[src/rtl/fetch_imem_responder_if.sv]
// rtl/fetch_imem_responder_if.sv - fetch_out bus, imem port and decode handshake bundle
interface fetch_imem_responder_if #(
    parameter int ADDR_W = 16,
    parameter int DATA_W = 16
);
    logic [ADDR_W-1:0] pc;
    logic [ADDR_W-1:0] npc;
    logic              Imem_rd;
    logic              flush;
    logic [ADDR_W-1:0] imem_addr;
    logic              imem_en;
    logic [DATA_W-1:0] imem_dout;
    logic              instr_valid;
    logic              instr_ready;
    logic [DATA_W-1:0] instr;
    logic [ADDR_W-1:0] instr_pc;
    logic [ADDR_W-1:0] instr_npc;
    logic              fetch_stall;
    logic              npc_err;

    modport slave (
        input  pc, npc, Imem_rd, flush, imem_dout, instr_ready,
        output imem_addr, imem_en, instr_valid, instr, instr_pc, instr_npc,
               fetch_stall, npc_err
    );

    modport master (
        output pc, npc, Imem_rd, flush, imem_dout, instr_ready,
        input  imem_addr, imem_en, instr_valid, instr, instr_pc, instr_npc,
               fetch_stall, npc_err
    );
endinterface

[src/rtl/fetch_imem_responder.sv]
// rtl/fetch_imem_responder.sv - imem read issue, in-flight pipe and show-ahead decode buffer
module fetch_imem_responder #(
    parameter int ADDR_W     = 16,
    parameter int DATA_W     = 16,
    parameter int RD_LAT     = 1,
    parameter int FIFO_DEPTH = 4
) (
    input  logic                  clock,
    input  logic                  reset,
    fetch_imem_responder_if.slave bus
);
    localparam int PTR_W = (FIFO_DEPTH > 1) ? $clog2(FIFO_DEPTH) : 1;
    localparam int CNT_W = $clog2(FIFO_DEPTH + 1);

    logic [RD_LAT-1:0] pipe_v_q, pipe_v_d;
    logic [ADDR_W-1:0] pipe_pc_q  [RD_LAT];
    logic [ADDR_W-1:0] pipe_pc_d  [RD_LAT];
    logic [ADDR_W-1:0] pipe_npc_q [RD_LAT];
    logic [ADDR_W-1:0] pipe_npc_d [RD_LAT];

    logic [DATA_W-1:0] fifo_instr_q [FIFO_DEPTH];
    logic [DATA_W-1:0] fifo_instr_d [FIFO_DEPTH];
    logic [ADDR_W-1:0] fifo_pc_q    [FIFO_DEPTH];
    logic [ADDR_W-1:0] fifo_pc_d    [FIFO_DEPTH];
    logic [ADDR_W-1:0] fifo_npc_q   [FIFO_DEPTH];
    logic [ADDR_W-1:0] fifo_npc_d   [FIFO_DEPTH];
    logic [PTR_W-1:0]  wr_ptr_q, wr_ptr_d;
    logic [PTR_W-1:0]  rd_ptr_q, rd_ptr_d;
    logic [CNT_W-1:0]  fifo_cnt_q, fifo_cnt_d;
    logic              npc_err_q, npc_err_d;

    logic [CNT_W-1:0]  inflight_cnt;
    logic [CNT_W:0]    credit_used;
    logic              issue;
    logic              ret;
    logic              pop;

    always_comb begin
        inflight_cnt = '0;
        for (int i = 0; i < RD_LAT; i++) begin
            inflight_cnt = inflight_cnt + CNT_W'(pipe_v_q[i]);
        end
    end

    // Stall comes only from registered counts, so a same-cycle pop never frees a slot early.
    assign credit_used     = {1'b0, fifo_cnt_q} + {1'b0, inflight_cnt};
    assign bus.fetch_stall = credit_used >= (CNT_W + 1)'(FIFO_DEPTH);
    assign issue           = bus.Imem_rd & ~bus.fetch_stall & ~bus.flush & reset;
    assign bus.imem_en     = issue;
    assign bus.imem_addr   = bus.pc;
    assign ret             = pipe_v_q[RD_LAT-1] & ~bus.flush;
    assign bus.instr_valid = fifo_cnt_q != '0;
    assign pop             = bus.instr_valid & bus.instr_ready;
    assign bus.instr       = bus.instr_valid ? fifo_instr_q[rd_ptr_q] : '0;
    assign bus.instr_pc    = bus.instr_valid ? fifo_pc_q[rd_ptr_q]    : '0;
    assign bus.instr_npc   = bus.instr_valid ? fifo_npc_q[rd_ptr_q]   : '0;
    assign bus.npc_err     = npc_err_q;

    always_comb begin
        pipe_v_d      = '0;
        pipe_pc_d     = pipe_pc_q;
        pipe_npc_d    = pipe_npc_q;
        pipe_v_d[0]   = issue;
        pipe_pc_d[0]  = bus.pc;
        pipe_npc_d[0] = bus.npc;
        for (int i = 1; i < RD_LAT; i++) begin
            pipe_v_d[i]   = pipe_v_q[i-1];
            pipe_pc_d[i]  = pipe_pc_q[i-1];
            pipe_npc_d[i] = pipe_npc_q[i-1];
        end
        if (bus.flush) begin
            pipe_v_d = '0;
        end
    end

    always_comb begin
        fifo_instr_d = fifo_instr_q;
        fifo_pc_d    = fifo_pc_q;
        fifo_npc_d   = fifo_npc_q;
        wr_ptr_d     = wr_ptr_q;
        rd_ptr_d     = rd_ptr_q;
        fifo_cnt_d   = fifo_cnt_q;
        if (ret) begin
            fifo_instr_d[wr_ptr_q] = bus.imem_dout;
            fifo_pc_d[wr_ptr_q]    = pipe_pc_q[RD_LAT-1];
            fifo_npc_d[wr_ptr_q]   = pipe_npc_q[RD_LAT-1];
            wr_ptr_d               = wr_ptr_q + PTR_W'(1);
        end
        if (pop) begin
            rd_ptr_d = rd_ptr_q + PTR_W'(1);
        end
        case ({ret, pop})
            2'b10:   fifo_cnt_d = fifo_cnt_q + CNT_W'(1);
            2'b01:   fifo_cnt_d = fifo_cnt_q - CNT_W'(1);
            default: fifo_cnt_d = fifo_cnt_q;
        endcase
        if (bus.flush) begin
            wr_ptr_d   = '0;
            rd_ptr_d   = '0;
            fifo_cnt_d = '0;
        end
    end

    always_comb begin
        npc_err_d = npc_err_q;
        if (issue && (bus.npc != bus.pc + ADDR_W'(1))) begin
            npc_err_d = 1'b1;
        end
    end

    always_ff @(posedge clock or negedge reset) begin
        if (!reset) begin
            pipe_v_q   <= '0;
            wr_ptr_q   <= '0;
            rd_ptr_q   <= '0;
            fifo_cnt_q <= '0;
            npc_err_q  <= 1'b0;
            for (int i = 0; i < RD_LAT; i++) begin
                pipe_pc_q[i]  <= '0;
                pipe_npc_q[i] <= '0;
            end
            for (int i = 0; i < FIFO_DEPTH; i++) begin
                fifo_instr_q[i] <= '0;
                fifo_pc_q[i]    <= '0;
                fifo_npc_q[i]   <= '0;
            end
        end else begin
            pipe_v_q     <= pipe_v_d;
            pipe_pc_q    <= pipe_pc_d;
            pipe_npc_q   <= pipe_npc_d;
            fifo_instr_q <= fifo_instr_d;
            fifo_pc_q    <= fifo_pc_d;
            fifo_npc_q   <= fifo_npc_d;
            wr_ptr_q     <= wr_ptr_d;
            rd_ptr_q     <= rd_ptr_d;
            fifo_cnt_q   <= fifo_cnt_d;
            npc_err_q    <= npc_err_d;
        end
    end
endmodule
[src/flat_wrapper.sv]
// flat-port wrapper written by rule: the top's interface ports become plain ports
module fetch_imem_responder_flat 
#(
    parameter int ADDR_W     = 16,
    parameter int DATA_W     = 16,
    parameter int RD_LAT     = 1,
    parameter int FIFO_DEPTH = 4
)
  (clock, reset, bus_pc, bus_npc, bus_Imem_rd, bus_flush, bus_imem_dout, bus_instr_ready, bus_imem_addr, bus_imem_en, bus_instr_valid, bus_instr, bus_instr_pc, bus_instr_npc, bus_fetch_stall, bus_npc_err);
  fetch_imem_responder_if #(.ADDR_W(ADDR_W), .DATA_W(DATA_W)) bus_i ();
  input  logic clock;
  input  logic reset;
  input wire logic [$bits(bus_i.pc)-1:0] bus_pc;
  input wire logic [$bits(bus_i.npc)-1:0] bus_npc;
  input wire logic [$bits(bus_i.Imem_rd)-1:0] bus_Imem_rd;
  input wire logic [$bits(bus_i.flush)-1:0] bus_flush;
  input wire logic [$bits(bus_i.imem_dout)-1:0] bus_imem_dout;
  input wire logic [$bits(bus_i.instr_ready)-1:0] bus_instr_ready;
  output wire logic [$bits(bus_i.imem_addr)-1:0] bus_imem_addr;
  output wire logic [$bits(bus_i.imem_en)-1:0] bus_imem_en;
  output wire logic [$bits(bus_i.instr_valid)-1:0] bus_instr_valid;
  output wire logic [$bits(bus_i.instr)-1:0] bus_instr;
  output wire logic [$bits(bus_i.instr_pc)-1:0] bus_instr_pc;
  output wire logic [$bits(bus_i.instr_npc)-1:0] bus_instr_npc;
  output wire logic [$bits(bus_i.fetch_stall)-1:0] bus_fetch_stall;
  output wire logic [$bits(bus_i.npc_err)-1:0] bus_npc_err;
  assign bus_i.pc = bus_pc;
  assign bus_i.npc = bus_npc;
  assign bus_i.Imem_rd = bus_Imem_rd;
  assign bus_i.flush = bus_flush;
  assign bus_i.imem_dout = bus_imem_dout;
  assign bus_i.instr_ready = bus_instr_ready;
  assign bus_imem_addr = bus_i.imem_addr;
  assign bus_imem_en = bus_i.imem_en;
  assign bus_instr_valid = bus_i.instr_valid;
  assign bus_instr = bus_i.instr;
  assign bus_instr_pc = bus_i.instr_pc;
  assign bus_instr_npc = bus_i.instr_npc;
  assign bus_fetch_stall = bus_i.fetch_stall;
  assign bus_npc_err = bus_i.npc_err;
  fetch_imem_responder #(.ADDR_W(ADDR_W), .DATA_W(DATA_W), .RD_LAT(RD_LAT), .FIFO_DEPTH(FIFO_DEPTH)) u_core (.clock(clock), .reset(reset), .bus(bus_i));
endmodule
[config.mk]
export PLATFORM = sky130hd
export DESIGN_NAME = fetch_imem_responder_flat
export DESIGN_NICKNAME = d
export VERILOG_FILES = /design/src/rtl/fetch_imem_responder_if.sv /design/src/rtl/fetch_imem_responder.sv /design/src/flat_wrapper.sv
export SDC_FILE = /design/constraint.sdc
export NUM_CORES = 1
export LEC_CHECK = 0
export ABC_CLOCK_PERIOD_IN_PS = 4000
export CAP_MARGIN = 5
export CORE_AREA = 2 2 147 149
export CTS_CLUSTER_DIAMETER = 80
export CTS_CLUSTER_SIZE = 40
export DETAILED_ROUTE_END_ITERATION = 12
export DIE_AREA = 0 0 149 151
export PLACE_DENSITY = 0.81
export RECOVER_POWER = 25
export SYNTH_ARGS = -nofsm -noshare
export SYNTH_HDL_FRONTEND = slang
export SYNTH_SLANG_ARGS = --single-unit
[constraint.sdc]
create_clock -name clock -period 4 [get_ports clock]
set_input_delay 0.6 -clock clock [delete_from_list [all_inputs] [get_ports clock]]
set_output_delay 0.6 -clock clock [all_outputs]
set_load 0.01 [all_outputs]
==> PnR_summary.wiki, run 1 <==
{| class="wikitable"
! Metric !! Value
|-
| Outcome || finished, final reports clean
|-
| Tightest hold margin || 0.4860 ns
|-
| Fraction of final layout cells with drive strength greater than 1 || 35.83%
|-
| Wire per inst || 20.25 µm
|-
| Mapped Nets || 752
|-
| Period utilisation layout || 83.48%
|-
| Site row count || 53
|-
| Synth async-reset ratio || 100.0%
|-
| FF+latch count, synth || 233
|-
| Vias per std cell || 5.657
|-
| Clock insertion delay at the later pin of the skew report || 0.48 ns
|-
| Hold Crit Class || primary input to asynchronous set/reset pin
|-
| Sequential cell area || 0.005836 mm²
|-
| Number of max-cap violations || 0
|-
| Gate count of the mapped netlist || 693
|-
| Layout Cells excl Fill || 1,062
|-
| Number of placed instances, taps included || 1,044
|-
| Post-synth top area share || 55.48%
|-
| Effective utilization at floorplan || 50.47%
|-
| Number of buffers created by CTS || 11
|-
| Critical path capture point type || output pin
|-
| Clock tree from TritonCTS || done
|-
| Power density cells || 552.2 mW/mm²
|-
| List of most frequent post-synthesis cells || sky130_fd_sc_hd__dfrtp_1 (233), sky130_fd_sc_hd__mux2_2 (192), sky130_fd_sc_hd__and2_1 (48), sky130_fd_sc_hd__mux4_2 (48), sky130_fd_sc_hd__buf_2 (20)
|-
| All-Layer GR Usage || 19.52%
|-
| Total routed wirelength || 21.51 mm
|-
| Number of warnings reported in the yosys synthesis log || 0
|-
| Largest family of logic cells by synthesized area || multiplexers
|-
| Wire length of the first global-routing pass || 34.16 mm
|-
| Root buffer selected by CTS || sky130_fd_sc_hd__clkbuf_16
|-
| Critical Path AT || 2.74 ns
|-
| Total iterations of the first detailed-routing run || 4
|-
| Count of inserted antenna diode cells || 0
|-
| Worst clock skew on the final layout || 0.01998 ns
|-
| Leading cell types by total area after synthesis || sky130_fd_sc_hd__dfrtp_1 (55%), sky130_fd_sc_hd__mux2_2 (21%), sky130_fd_sc_hd__mux4_2 (10%)
|-
| Min cycle time layout || 3.339 ns
|-
| Die outline width || 149 µm
|-
| Final weighted congestion in routability-driven placement || 0.7474
|-
| Core box area || 0.02082 mm²
|-
| Slowest Stage Delay on Critical Path || 0.72 ns
|-
| Detailed-route DRC error count || 0
|-
| Die ar. || 0.02250 mm²
|-
| Portion of the post-synthesis area used by sequential elements || 55.48%
|-
| Area share of fa/ha/maj cells after synthesis || 0.7858%
|-
| Worst Setup Path Type || register to output pin
|-
| Type of element launching the critical path || register
|-
| Total cell area at the placement stage || 0.01195 mm²
|-
| Clock Path Buffers || 3
|-
| Fill cells || 1,651
|-
| Area of the multi-input gates || 0.004372 mm²
|-
| Vias in the first global route || 6,250
|-
| Y dimension of the die || 151 µm
|-
| Multiplexer share of the synthesized area || 31.24%
|-
| Avg Synthesized Cell Area || 15.16 µm²
|-
| Critical Path Slowest Stage Cell || sky130_fd_sc_hd__dfrtp_4
|-
| Port Buffer Count || 120
|-
| Number of failing hold endpoints at the final stage || 0
|-
| Worst slew pin tran || 0.9628 ns
|-
| Top fanout value on the critical path || 20
|-
| Layout Area Growth over Synthesis || 17.20%
|-
| Initial DRC Count || 342
|-
| Vias || 6,008
|-
| Xor and xnor area share after synthesis || 1.917%
|-
| Pwr Total || 6801 µW
|-
| Main flop type after synthesis || sky130_fd_sc_hd__dfrtp_1
|-
| Final Instance Area || 0.01232 mm²
|-
| Number of enable flip-flop cells after synthesis || 0
|-
| Largest net degree at the start of global routing || 174
|-
| Detail Route Antenna Nets || 0
|-
| Netlist Area Pre-Place || 0.01051 mm²
|-
| Worst IR Drop VDD || 0.3119 mV
|-
| Net total in the final layout || 842
|-
| Max-slew headroom || 35.81%
|-
| # setup viols final || 0
|-
| Num Clock Sinks || 233
|-
| I/O pin count || 121
|-
| Number of antenna violations at the first check in global routing || 0
|-
| Ordered list of cells on the worst path || buf_4 > mux4_2 > and2_1 > clkdlybuf4s50_1
|-
| Most frequent cell after synthesis || sky130_fd_sc_hd__dfrtp_1
|-
| P_leak || 0.005506 µW
|-
| Post-synth cell types || 47
|-
| RSZ-0062 raised after global routing || no
|-
| Library cell occupying the most area in the post-synthesis netlist || sky130_fd_sc_hd__dfrtp_1
|-
| Placed wire-length estimate || 13.92 mm
|-
| Fraction of the mapped netlist area in compound gates || 1.274%
|-
| H-tree depth || 1
|-
| Highest clock frequency the design can meet || 299.5 MHz
|-
| Post-synthesis share of cell area spent on and, or, nand and nor gates || 6.275%
|-
| Residual overflow from global routing || 0
|-
| Clock transition at the registers of the reported paths || 0.13 ns
|-
| Setup Total Neg Slack || 0 ns
|-
| Number of max-slew violations in the final report || 0
|-
| Data required, critical path || 3.40 ns
|}
## report_power, final
group | switching, µW | leakage (µW) | internal (µW) | total, µW
clock network | 808 | 0.000183 | 565 | 1370
logic | 960 | 0.00228 | 1460 | 2420
registers | 270 | 0.00304 | 2740 | 3010
## critical path, delay by kind of cell, from the launching register on
family	cells	cell delay [ns]
DFF	1	0.72
and+or+nand+nor	1	0.19
muxes	1	0.53
buffers and inverters	2	0.81
## placed cells by master (no fill, tap or decap), types with 6 or more instances in the layout
cell type / Yosys / layout
sky130_fd_sc_hd__inv_1: 6 / 6
sky130_fd_sc_hd__nand2_1: 15 / 11
sky130_fd_sc_hd__xnor2_1: 15 / 15
sky130_fd_sc_hd__dlygate4sd3_1: 0 / 33
sky130_fd_sc_hd__nor2_1: 10 / 10
sky130_fd_sc_hd__o21ai_0: 6 / 6
sky130_fd_sc_hd__mux2_2: 192 / 192
sky130_fd_sc_hd__clkbuf_16: 0 / 11
sky130_fd_sc_hd__and2_1: 48 / 48
sky130_fd_sc_hd__xor2_1: 8 / 8
sky130_fd_sc_hd__buf_12: 0 / 6
sky130_fd_sc_hd__clkdlybuf4s50_1: 0 / 87
sky130_fd_sc_hd__mux4_2: 48 / 48
sky130_fd_sc_hd__nand3_1: 6 / 6
sky130_fd_sc_hd__dfrtp_1: 233 / 231
## layer usage
layer | GRT usage [%] | wire length, µm
met4 | 3.238 | 261
met5 | 0 | 0
met1 | 27.83 | 9566
met3 | 2.410 | 1046
met2 | 33.13 | 10640
## area by class of cell
type,count,area share (%)
Sequential cell,233,47.38
Multi-Input combinational cell,398,35.49
Timing Repair Buffer,133,11.09
Tap cell,275,2.794
Clock buffer,11,2.235
Clock inverter,6,0.8228
Inverter,6,0.1829
## flip-flops by register name, indices dropped and copies added (netlist names)
register / cells
u_core.fifo_instr_q: 64
u_core.fifo_npc_q: 64
u_core.fifo_pc_q: 64
u_core.pipe_npc_q: 16
u_core.pipe_pc_q: 16
u_core.fifo_cnt_q: 3
u_core.rd_ptr_q: 2
u_core.wr_ptr_q: 2
u_core.bus.npc_err: 1
u_core.pipe_v_q: 1
## stage by stage
| stage | worst slack (ns) | util (%) |
|---|---|---|
| 2_1_floorplan | 1.813 | - |
| 3_3_place_gp | 1.059 | 57.37 |
| 3_5_place_dp | 1.049 | 57.37 |
| 4_1_cts | 0.5911 | 59.22 |
| 5_1_grt | 0.5091 | 59.15 |
| 6_report | 0.6608 | 59.15 |
## repair_timing
action,4_1_cts,5_1_grt
hold buffers,1,0
setup buffers,0,0
endpoints found under the hold margin,1,0
endpoints found under the setup margin,0,0
resized for setup,0,0
## path summary, 6_finish.rpt
check / startpoint / cells past startpoint / slack (ns) / endpoint
worst max-delay path: u_core.rd_ptr_q[0] / 4 / 0.66 / bus_instr_npc[15]
worst max register to register: u_core.fifo_cnt_q[0] / 8 / 1.05 / u_core.fifo_cnt_q[2]
min in group clock: u_core.fifo_npc_q[20] / 1 / 0.51 / u_core.fifo_npc_q[20]
max in group asynchronous: reset / 4 / 1.68 / u_core.fifo_npc_q[53]
worst min-delay path: reset / 2 / 0.49 / u_core.fifo_instr_q[62]
worst min register to register: u_core.fifo_npc_q[20] / 1 / 0.51 / u_core.fifo_npc_q[20]
## cell families (layout without fill, tap and decap cells)
| family | Yosys count | count (layout) |
|---|---|---|
| DFF | 233 | 233 |
| xor gates and xnor gates | 23 | 23 |
| adders and majority gates | 6 | 6 |
| buffers and inverters | 62 | 156 |
| and+or+nand+nor | 106 | 106 |
| AOI/OAI and AO/OA | 19 | 19 |
| muxes | 244 | 244 |
(Power assumes the default switching activity.)
==> inputs of run 2 (changes only) <==
--- a/config.mk
+++ b/config.mk
@@ -5,14 +5,14 @@
 export SDC_FILE = /design/constraint.sdc
 export NUM_CORES = 1
 export LEC_CHECK = 0
-export ABC_CLOCK_PERIOD_IN_PS = 4000
+export ABC_CLOCK_PERIOD_IN_PS = 2930
 export CAP_MARGIN = 5
 export CORE_AREA = 2 2 147 149
 export CTS_CLUSTER_DIAMETER = 80
 export CTS_CLUSTER_SIZE = 40
 export DETAILED_ROUTE_END_ITERATION = 12
 export DIE_AREA = 0 0 149 151
-export PLACE_DENSITY = 0.81
+export PLACE_DENSITY = 0.84
 export RECOVER_POWER = 25
 export SYNTH_ARGS = -nofsm -noshare
 export SYNTH_HDL_FRONTEND = slang
==> constraint.sdc (replaced) <==
create_clock -name clock -period 2.93 [get_ports clock]
set_input_delay 0.4395 -clock clock [delete_from_list [all_inputs] [get_ports clock]]
set_output_delay 0.4395 -clock clock [all_outputs]
set_load 0.01 [all_outputs]
==> run 2 against run 1 <==
  * Total power up 43%
  * Sequential power up 34%
  * Global-route usage up 1.1 points
  * Register-to-register slack worse by 0.50 ns
  * Largest cell class unchanged
  * Combinational power up 49%
==> PnR_summary.wiki, run 2 (synthesized netlist as in run 1, its figures left out) <==
{| class="wikitable"
! Metric !! Value
|-
| Number of max-slew violations in the final report || 0 (unchanged)
|-
| Outcome || finished, final reports clean
|-
| Vias || 6,092 (+1.4%)
|-
| Top fanout value on the critical path || 14 (-30%)
|-
| Number of buffers created by CTS || 13 (+2)
|-
| Slowest Stage Delay on Critical Path || 0.49 ns (-0.23 ns)
|-
| H-tree depth || 1 (unchanged)
|-
| Residual overflow from global routing || 0 (unchanged)
|-
| Number of max-cap violations || 0 (unchanged)
|-
| Clock tree from TritonCTS || done
|-
| All-Layer GR Usage || 20.66% (+1.1 points)
|-
| Total routed wirelength || 22.39 mm (+4.1%)
|-
| Proportion of power drawn by combinational gates || 37.2% (+1.6 points)
|-
| Effective utilization at floorplan || 50.47% (unchanged)
|-
| Number of cell instances on the worst register-to-register path || 8 (unchanged)
|-
| M2 GR Usage || 34.72% (+1.6 points)
|-
| Top library cells by usage in the layout, fill and taps aside || sky130_fd_sc_hd__dfrtp_1 (231), sky130_fd_sc_hd__mux2_2 (192), sky130_fd_sc_hd__clkdlybuf4s50_1 (72)
|-
| Internal cell power || 6855 µW (+44%)
|-
| Y dimension of the die || 151 µm (unchanged)
|-
| Type of element launching the critical path || register
|-
| Data required, critical path || 2.49 ns (-0.91 ns)
|-
| Placed wire-length estimate || 14.53 mm (+4.4%)
|-
| Setup Total Neg Slack || 0 ns (unchanged)
|-
| Vias per std cell || 5.589 (-1.2%)
|-
| Worst slew pin tran || 0.7752 ns (-0.1876 ns)
|-
| Initial DRC Count || 266 (-22%)
|-
| Core box area || 0.02082 mm² (unchanged)
|-
| Clock transition at the registers of the reported paths || 0.09 ns (-0.04 ns)
|-
| Grt met1 use || 28.97% (+1.1 points)
|-
| Largest net degree at the start of global routing || 131 (-25%)
|-
| Highest clock frequency the design can meet || 349.9 MHz
|-
| Ordered list of cells on the worst path || buf_4 > buf_12 > mux4_2 > and2_1 > clkdlybuf4s50_1
|-
| Wire length of the first global-routing pass || 35.94 mm (+5.2%)
|-
| Root buffer selected by CTS || sky130_fd_sc_hd__clkbuf_16
|-
| # setup viols final || 0 (unchanged)
|-
| Wire per inst || 20.54 µm (+1.4%)
|-
| Worst Setup Path Type || register to output pin
|-
| Num Clock Sinks || 233 (unchanged)
|-
| Total iterations of the first detailed-routing run || 4 (unchanged)
|-
| Critical Path AT || 2.42 ns (-0.32 ns)
|-
| Count of inserted antenna diode cells || 0 (unchanged)
|-
| Detail Route Antenna Nets || 0 (unchanged)
|-
| Port Buffer Count || 120 (unchanged)
|-
| Critical path startpoint || u_core.rd_ptr_q[0]
|-
| Worst clock skew on the final layout || 0.01184 ns (-0.008144 ns)
|-
| Area of the multi-input gates || 0.004375 mm² (about the same)
|-
| Critical path capture point type || output pin
|-
| Layout Cells excl Fill || 1,090 (+2.6%)
|-
| I/O pin count || 121 (unchanged)
|-
| Met3 track demand over resource || 3.072% (+0.66 points)
|-
| Fill cells || 1,591 (-3.6%)
|-
| Detailed-route DRC error count || 0 (unchanged)
|-
| Power density cells || 768.0 mW/mm² (+39%)
|-
| P_leak || 0.005988 µW (+8.7%)
|-
| Busiest layer in global routing || met2
|-
| Critical Path Slowest Stage Cell || sky130_fd_sc_hd__dfrtp_4
|-
| Worst IR Drop VDD || 0.4354 mV (+40%)
|-
| FF-to-FF Start || u_core.fifo_cnt_q[0]
|-
| Fraction of final layout cells with drive strength greater than 1 || 37.67% (+1.8 points)
|-
| Reg2Reg Setup Slack || 0.55 ns (-0.50 ns)
|-
| Leading cell type in the layout, fill and taps excluded || sky130_fd_sc_hd__dfrtp_1
|-
| Largest registers || u_core.fifo_instr_q x64, u_core.fifo_npc_q x64, u_core.fifo_pc_q x64
|-
| Vias in the first global route || 6,401 (+2.4%)
|-
| Relative contribution of sequential cells to total power || 41.6% (-2.6 points)
|-
| Clock Path Buffers || 3 (unchanged)
|-
| Post-CTS Hold Buffers || 0 (-1)
|-
| Min cycle time layout || 2.858 ns
|-
| Clk pwr share || 21.2% (+1.0 points)
|-
| Clock insertion delay at the later pin of the skew report || 0.48 ns (about the same)
|-
| Switching part of the total || 29.37% (-0.61 points)
|-
| RSZ-0062 raised after global routing || no
|-
| Number of failing hold endpoints at the final stage || 0 (unchanged)
|-
| Power dissipated by switching net loads || 2851 µW (+40%)
|-
| Hold Crit Class || primary input to asynchronous set/reset pin
|-
| Final Core Density || 60.70% (+1.5 points)
|-
| Site row count || 53 (unchanged)
|-
| Net total in the final layout || 868 (+3.1%)
|-
| Max-slew headroom || 48.32% (+13 points)
|-
| Die outline width || 149 µm (unchanged)
|-
| Die ar. || 0.02250 mm² (unchanged)
|-
| Period utilisation layout || 97.55%
|-
| Reg2Reg Capture Point || u_core.fifo_cnt_q[2]
|-
| Final weighted congestion in routability-driven placement || 0.8020 (+7.3%)
|-
| Number of antenna violations at the first check in global routing || 1 (+1)
|-
| Layout Area Growth over Synthesis || 20.26%
|-
| Sequential cell area || 0.005836 mm² (unchanged)
|-
| Number of placed instances, taps included || 1,059 (+1.4%)
|}
## run 2: metal layers
| layer | wire length, µm | vias to the layer above |
|---|---|---|
| met5 | 0 | - |
| met4 | 338 | 0 |
| met3 | 1180 | 24 |
| met2 | 10890 | 161 |
| met1 | 9980 | 3181 |
| li1 | - | 2726 |
## run 2: power groups by stage
stage	clock, µW	sequential [µW]	combinational [µW]
detailed placement	0	4160	3540
global placement	0	4130	3470
finish	2050	4040	3610
CTS	2110	4030	3720
global route	2240	4100	3910
floorplan	0	3970	2090
## run 2: area by class of cell
class	instances	share of cell area, %
multi-input cells	398	34.62
repair buffers	157	12.89
well taps	275	2.722
inverters	6	0.1782
flip-flops and latches	233	46.17
clock inverters	8	0.8415
clock buffers	13	2.574
## run 2: timing repair
| action | in CTS | in global routing |
|---|---|---|
| gates resized for setup | 1 | 20 |
| setup buffers | 7 | 3 |
| endpoints found under the setup margin | 45 | 24 |
## run 2: worst max path at each step
stage	end	slack, ns	cells after the start
2_1_floorplan	u_core.fifo_cnt_q[2]	0.74	9
4_1_cts	bus_instr_pc[6]	0.01	5
3_5_place_dp	u_core.bus.npc_err	0.30	7
6_report	bus_instr[4]	0.07	5
5_1_grt	bus_instr_pc[15]	0.00006	5
3_3_place_gp	u_core.bus.npc_err	0.32	7
## run 2: per-stage QoR
step | cell area, µm² | worst slack (ns) | power [µW] | hold WS, ns
after floorplan | 10510 | 0.7426 | 6060 | 0.1439
after global placement | 12100 | 0.3238 | 7602 | 0.4811
after detailed placement | 12100 | 0.2959 | 7695 | 0.4884
after CTS | 12600 | 0.01234 | 9863 | 0.04331
after global routing | 12640 | 0.00006239 | 10250 | 0.1845
final | 12640 | 0.07180 | 9707 | 0.1193
## run 2: critical path: cells and delay by family (launching register included)
| family | cells | cell delay (ns) |
|---|---|---|
| multiplexers | 1 | 0.49 |
| AND/OR/NAND/NOR | 1 | 0.17 |
| buffers and inverters | 3 | 0.78 |
| flip-flops | 1 | 0.49 |
==> inputs of run 3 (changes only) <==
--- a/config.mk
+++ b/config.mk
@@ -7,12 +7,15 @@
 export LEC_CHECK = 0
 export ABC_CLOCK_PERIOD_IN_PS = 2930
 export CAP_MARGIN = 5
-export CORE_AREA = 2 2 147 149
+export CELL_PAD_IN_SITES_DETAIL_PLACEMENT = 0
+export CELL_PAD_IN_SITES_GLOBAL_PLACEMENT = 1
+export CORE_AREA = 2 2 162 164
 export CTS_CLUSTER_DIAMETER = 80
-export CTS_CLUSTER_SIZE = 40
+export CTS_CLUSTER_SIZE = 24
 export DETAILED_ROUTE_END_ITERATION = 12
-export DIE_AREA = 0 0 149 151
-export PLACE_DENSITY = 0.84
+export DIE_AREA = 0 0 164 166
+export GPL_TIMING_DRIVEN = 0
+export PLACE_DENSITY = 0.82
 export RECOVER_POWER = 25
 export SYNTH_ARGS = -nofsm -noshare
 export SYNTH_HDL_FRONTEND = slang
==> run 3 against run 2 <==
  * Largest cell class unchanged
  * Sequential power is essentially flat
  * Utilization shrank 11 points
  * Hold slack gained 0.26 ns
  * Fmax grew 1.0%
  * Combinational power shrank 1%
  * The run now ends with max-capacitance violations, max-slew violations left
  * Critical endpoint is now bus_instr_npc[10]
  * Critical path depth shrank 1
  * Clock skew shrank 0.0019 ns
  * Clock-buffer cell count grew 3
  * Sequential share of layout area shrank 0.27 points
  * Via count grew 0.94%
  * Highest routed layer unchanged
  * Register-to-register slack is essentially flat
  * Routed wire length grew 3.1%
==> PnR_summary.wiki, run 3 (synthesized netlist as in run 1, its figures left out) <==
{| class="wikitable"
! Metric !! Value
|-
| Timing endpoint of the critical path || bus_instr_npc[10]
|-
| Min cycle time layout || 2.830 ns (-0.02835 ns)
|-
| Detail Route Antenna Nets || 0 (unchanged)
|-
| Residual overflow from global routing || 0 (unchanged)
|-
| Total iterations of the first detailed-routing run || 4 (unchanged)
|-
| Critical path startpoint || u_core.fifo_cnt_q[0]
|-
| Vias || 6,149 (+0.94%)
|-
| Total cell area at the placement stage || 0.01218 mm² (+0.69%)
|-
| Worst Setup Path Type || register to output pin
|-
| I/O pin count || 121 (unchanged)
|-
| Layout Area Growth over Synthesis || 20.88%
|-
| Failing checks || max-capacitance violations, max-slew violations
|-
| H-tree depth || 1 (unchanged)
|-
| Total routed wirelength || 23.08 mm (+3.1%)
|-
| Outcome || finished, violations left
|-
| Number of placed instances, taps included || 1,149 (+8.5%)
|-
| Critical path capture point type || output pin
|-
| Highest clock frequency the design can meet || 353.4 MHz (+1.0%)
|-
| Site row count || 59 (+11%)
|-
| # setup viols final || 0 (unchanged)
|-
| Critical Path Slowest Stage Cell || sky130_fd_sc_hd__or3_1
|-
| Count of buffers added by post-CTS timing repair for setup || 0 (-7)
|-
| Layout Cells excl Fill || 1,177 (+8.0%)
|-
| Setup Total Neg Slack || 0 ns (unchanged)
|-
| Clock Path Buffers || 3 (unchanged)
|-
| Clock insertion delay at the later pin of the skew report || 0.47 ns (about the same)
|-
| Top fanout value on the critical path || 10 (-4)
|-
| Fill cells || 2,232 (+40%)
|-
| Count of inserted antenna diode cells || 0 (unchanged)
|-
| FF-to-FF Start || u_core.fifo_cnt_q[0]
|-
| Fraction of final layout cells with drive strength greater than 1 || 37.89% (+0.22 points)
|-
| Largest net degree at the start of global routing || 83 (-37%)
|-
| Power density cells || 757.5 mW/mm² (-1.4%)
|-
| Largest registers || u_core.fifo_instr_q x64, u_core.fifo_npc_q x64, u_core.fifo_pc_q x64
|-
| Detailed-route DRC error count || 0 (unchanged)
|-
| Critical path buffers and inverters || 2 (-1)
|-
| Vias in the first global route || 6,465 (+1.0%)
|-
| Type of element launching the critical path || register
|-
| Leading cell type in the layout, fill and taps excluded || sky130_fd_sc_hd__dfrtp_1
|-
| Worst slew pin tran || 1.739 ns (+0.9641 ns)
|-
| Port Buffer Count || 119 (-0.83%)
|-
| Number of cell instances on the worst register-to-register path || 8 (unchanged)
|-
| Clock tree from TritonCTS || done
|-
| Vias per std cell || 5.224 (-6.5%)
|-
| Root buffer selected by CTS || sky130_fd_sc_hd__clkbuf_16
|-
| Wire per inst || 19.61 µm (-4.5%)
|-
| Final Instance Area || 0.01270 mm² (+0.51%)
|-
| RSZ-0062 raised after global routing || no
|-
| Y dimension of the die || 166 µm (+9.9%)
|-
| Reg2Reg Setup Slack || 0.55 ns (about the same)
|-
| Ordered list of cells on the worst path || or3_1 > clkbuf_4 > and2_1 > clkdlybuf4s50_1
|-
| Number of max-slew violations in the final report || 145 (+145)
|-
| Number of failing hold endpoints at the final stage || 0 (unchanged)
|-
| Number of max-cap violations || 2 (+2)
|-
| Data required, critical path || 2.49 ns (about the same)
|-
| Worst IR Drop VDD || 0.3969 mV (-8.8%)
|-
| Initial DRC Count || 362 (+36%)
|-
| Final weighted congestion in routability-driven placement || 0.7438 (-7.3%)
|-
| P_leak || 0.005696 µW (-4.9%)
|-
| Reg2Reg Capture Point || u_core.fifo_cnt_q[2]
|-
| Logic depth of the worst setup path including buffers || 4 (-1)
|-
| Number of antenna violations at the first check in global routing || 1 (unchanged)
|-
| Core box area || 0.02562 mm² (+23%)
|-
| Net total in the final layout || 896 (+3.2%)
|-
| Die outline width || 164 µm (+10%)
|-
| Final Core Density || 49.59% (-11 points)
|-
| Top library cells by usage in the layout, fill and taps aside || sky130_fd_sc_hd__dfrtp_1 (232), sky130_fd_sc_hd__mux2_2 (192), sky130_fd_sc_hd__clkdlybuf4s50_1 (118)
|-
| Kind of cell adding the most delay to the critical path || buffers and inverters
|-
| All-Layer GR Usage || 17.40% (-3.3 points)
|-
| Number of buffers created by CTS || 14 (+1)
|-
| Die ar. || 0.02722 mm² (+21%)
|-
| Slowest Stage Delay on Critical Path || 0.53 ns (+0.04 ns)
|-
| Clock transition at the registers of the reported paths || 0.09 ns (about the same)
|-
| Num Clock Sinks || 233 (unchanged)
|-
| Wire length of the first global-routing pass || 36.61 mm (+1.9%)
|-
| Worst clock skew on the final layout || 0.009978 ns (-0.001861 ns)
|-
| Effective utilization at floorplan || 41.02% (-9.4 points)
|-
| Tightest hold margin || 0.3794 ns (+0.2601 ns)
|-
| Hold Crit Class || primary input to register
|-
| Max-slew headroom || -15.95% (-64 points)
|-
| Critical Path AT || 2.39 ns (-0.03 ns)
|-
| Period utilisation layout || 96.58% (-0.97 points)
|-
| Placed wire-length estimate || 15.55 mm (+7.0%)
|}
run 3: worst min-delay path by stage:
stage	from	end	slack (ns)	cells past startpoint
after floorplan	reset	u_core.bus.npc_err	0.14	0
after global routing	bus_flush	u_core.wr_ptr_q[1]	0.42	2
after detailed placement	reset	u_core.fifo_npc_q[2]	0.49	1
after global placement	u_core.fifo_npc_q[16]	u_core.fifo_npc_q[16]	0.48	1
after CTS	reset	u_core.pipe_npc_q[0]	0.0004	2
final	bus_flush	u_core.rd_ptr_q[0]	0.38	2
run 3: area by class of cell:
type                            count  area, µm²  area share [%]
Multi-Input combinational cell    398       4365           34.36
Tap cell                          335      419.2           3.300
Inverter                            6      22.52          0.1773
Timing Repair Buffer              130       1290           10.15
Clock inverter                      5      38.79          0.3053
Buffer                             54      346.6           2.728
Sequential cell                   233       5832           45.91
Clock buffer                       16      389.1           3.063
run 3: metal layers:
layer  up-vias  share of wire [%]  track usage (%)
li1       2775                  -                -
met1      3234                 47            25.46
met2       120                 48            28.32
met3        20                3.4            2.098
met4         0                1.2            3.204
met5         -                  0                0
run 3: worst register-to-register path: cells and delay by family (launching register included):
family | cells | cell delay, ns
fa+ha+maj | 1 | 0.39
simple gates | 6 | 1.32
flops | 1 | 0.44
xor+xnor | 1 | 0.11
run 3: stage by stage:
| stage | power, µW | setup slack, ns |
|---|---|---|
| floorplan | 6060 | 0.7426 |
| global placement | 7583 | -8.398 |
| global route | 10230 | 0.001065 |
| detailed placement | 7657 | -0.3826 |
| finish | 9623 | 0.1001 |
| CTS | 9801 | -0.02911 |
run 3: where the power goes:
group	internal (µW)	switching, µW
Combinational	2110	1460
Clock	973	1050
Sequential	3740	290
run 3: timing repair:
item | CTS | global route
hold buffers | 5 | 4
setup endpoints to repair | 50 | 48
endpoints found under the hold margin | 80 | 5
pin swaps | 0 | 0
cloned | 0 | 0
resized for setup | 23 | 7
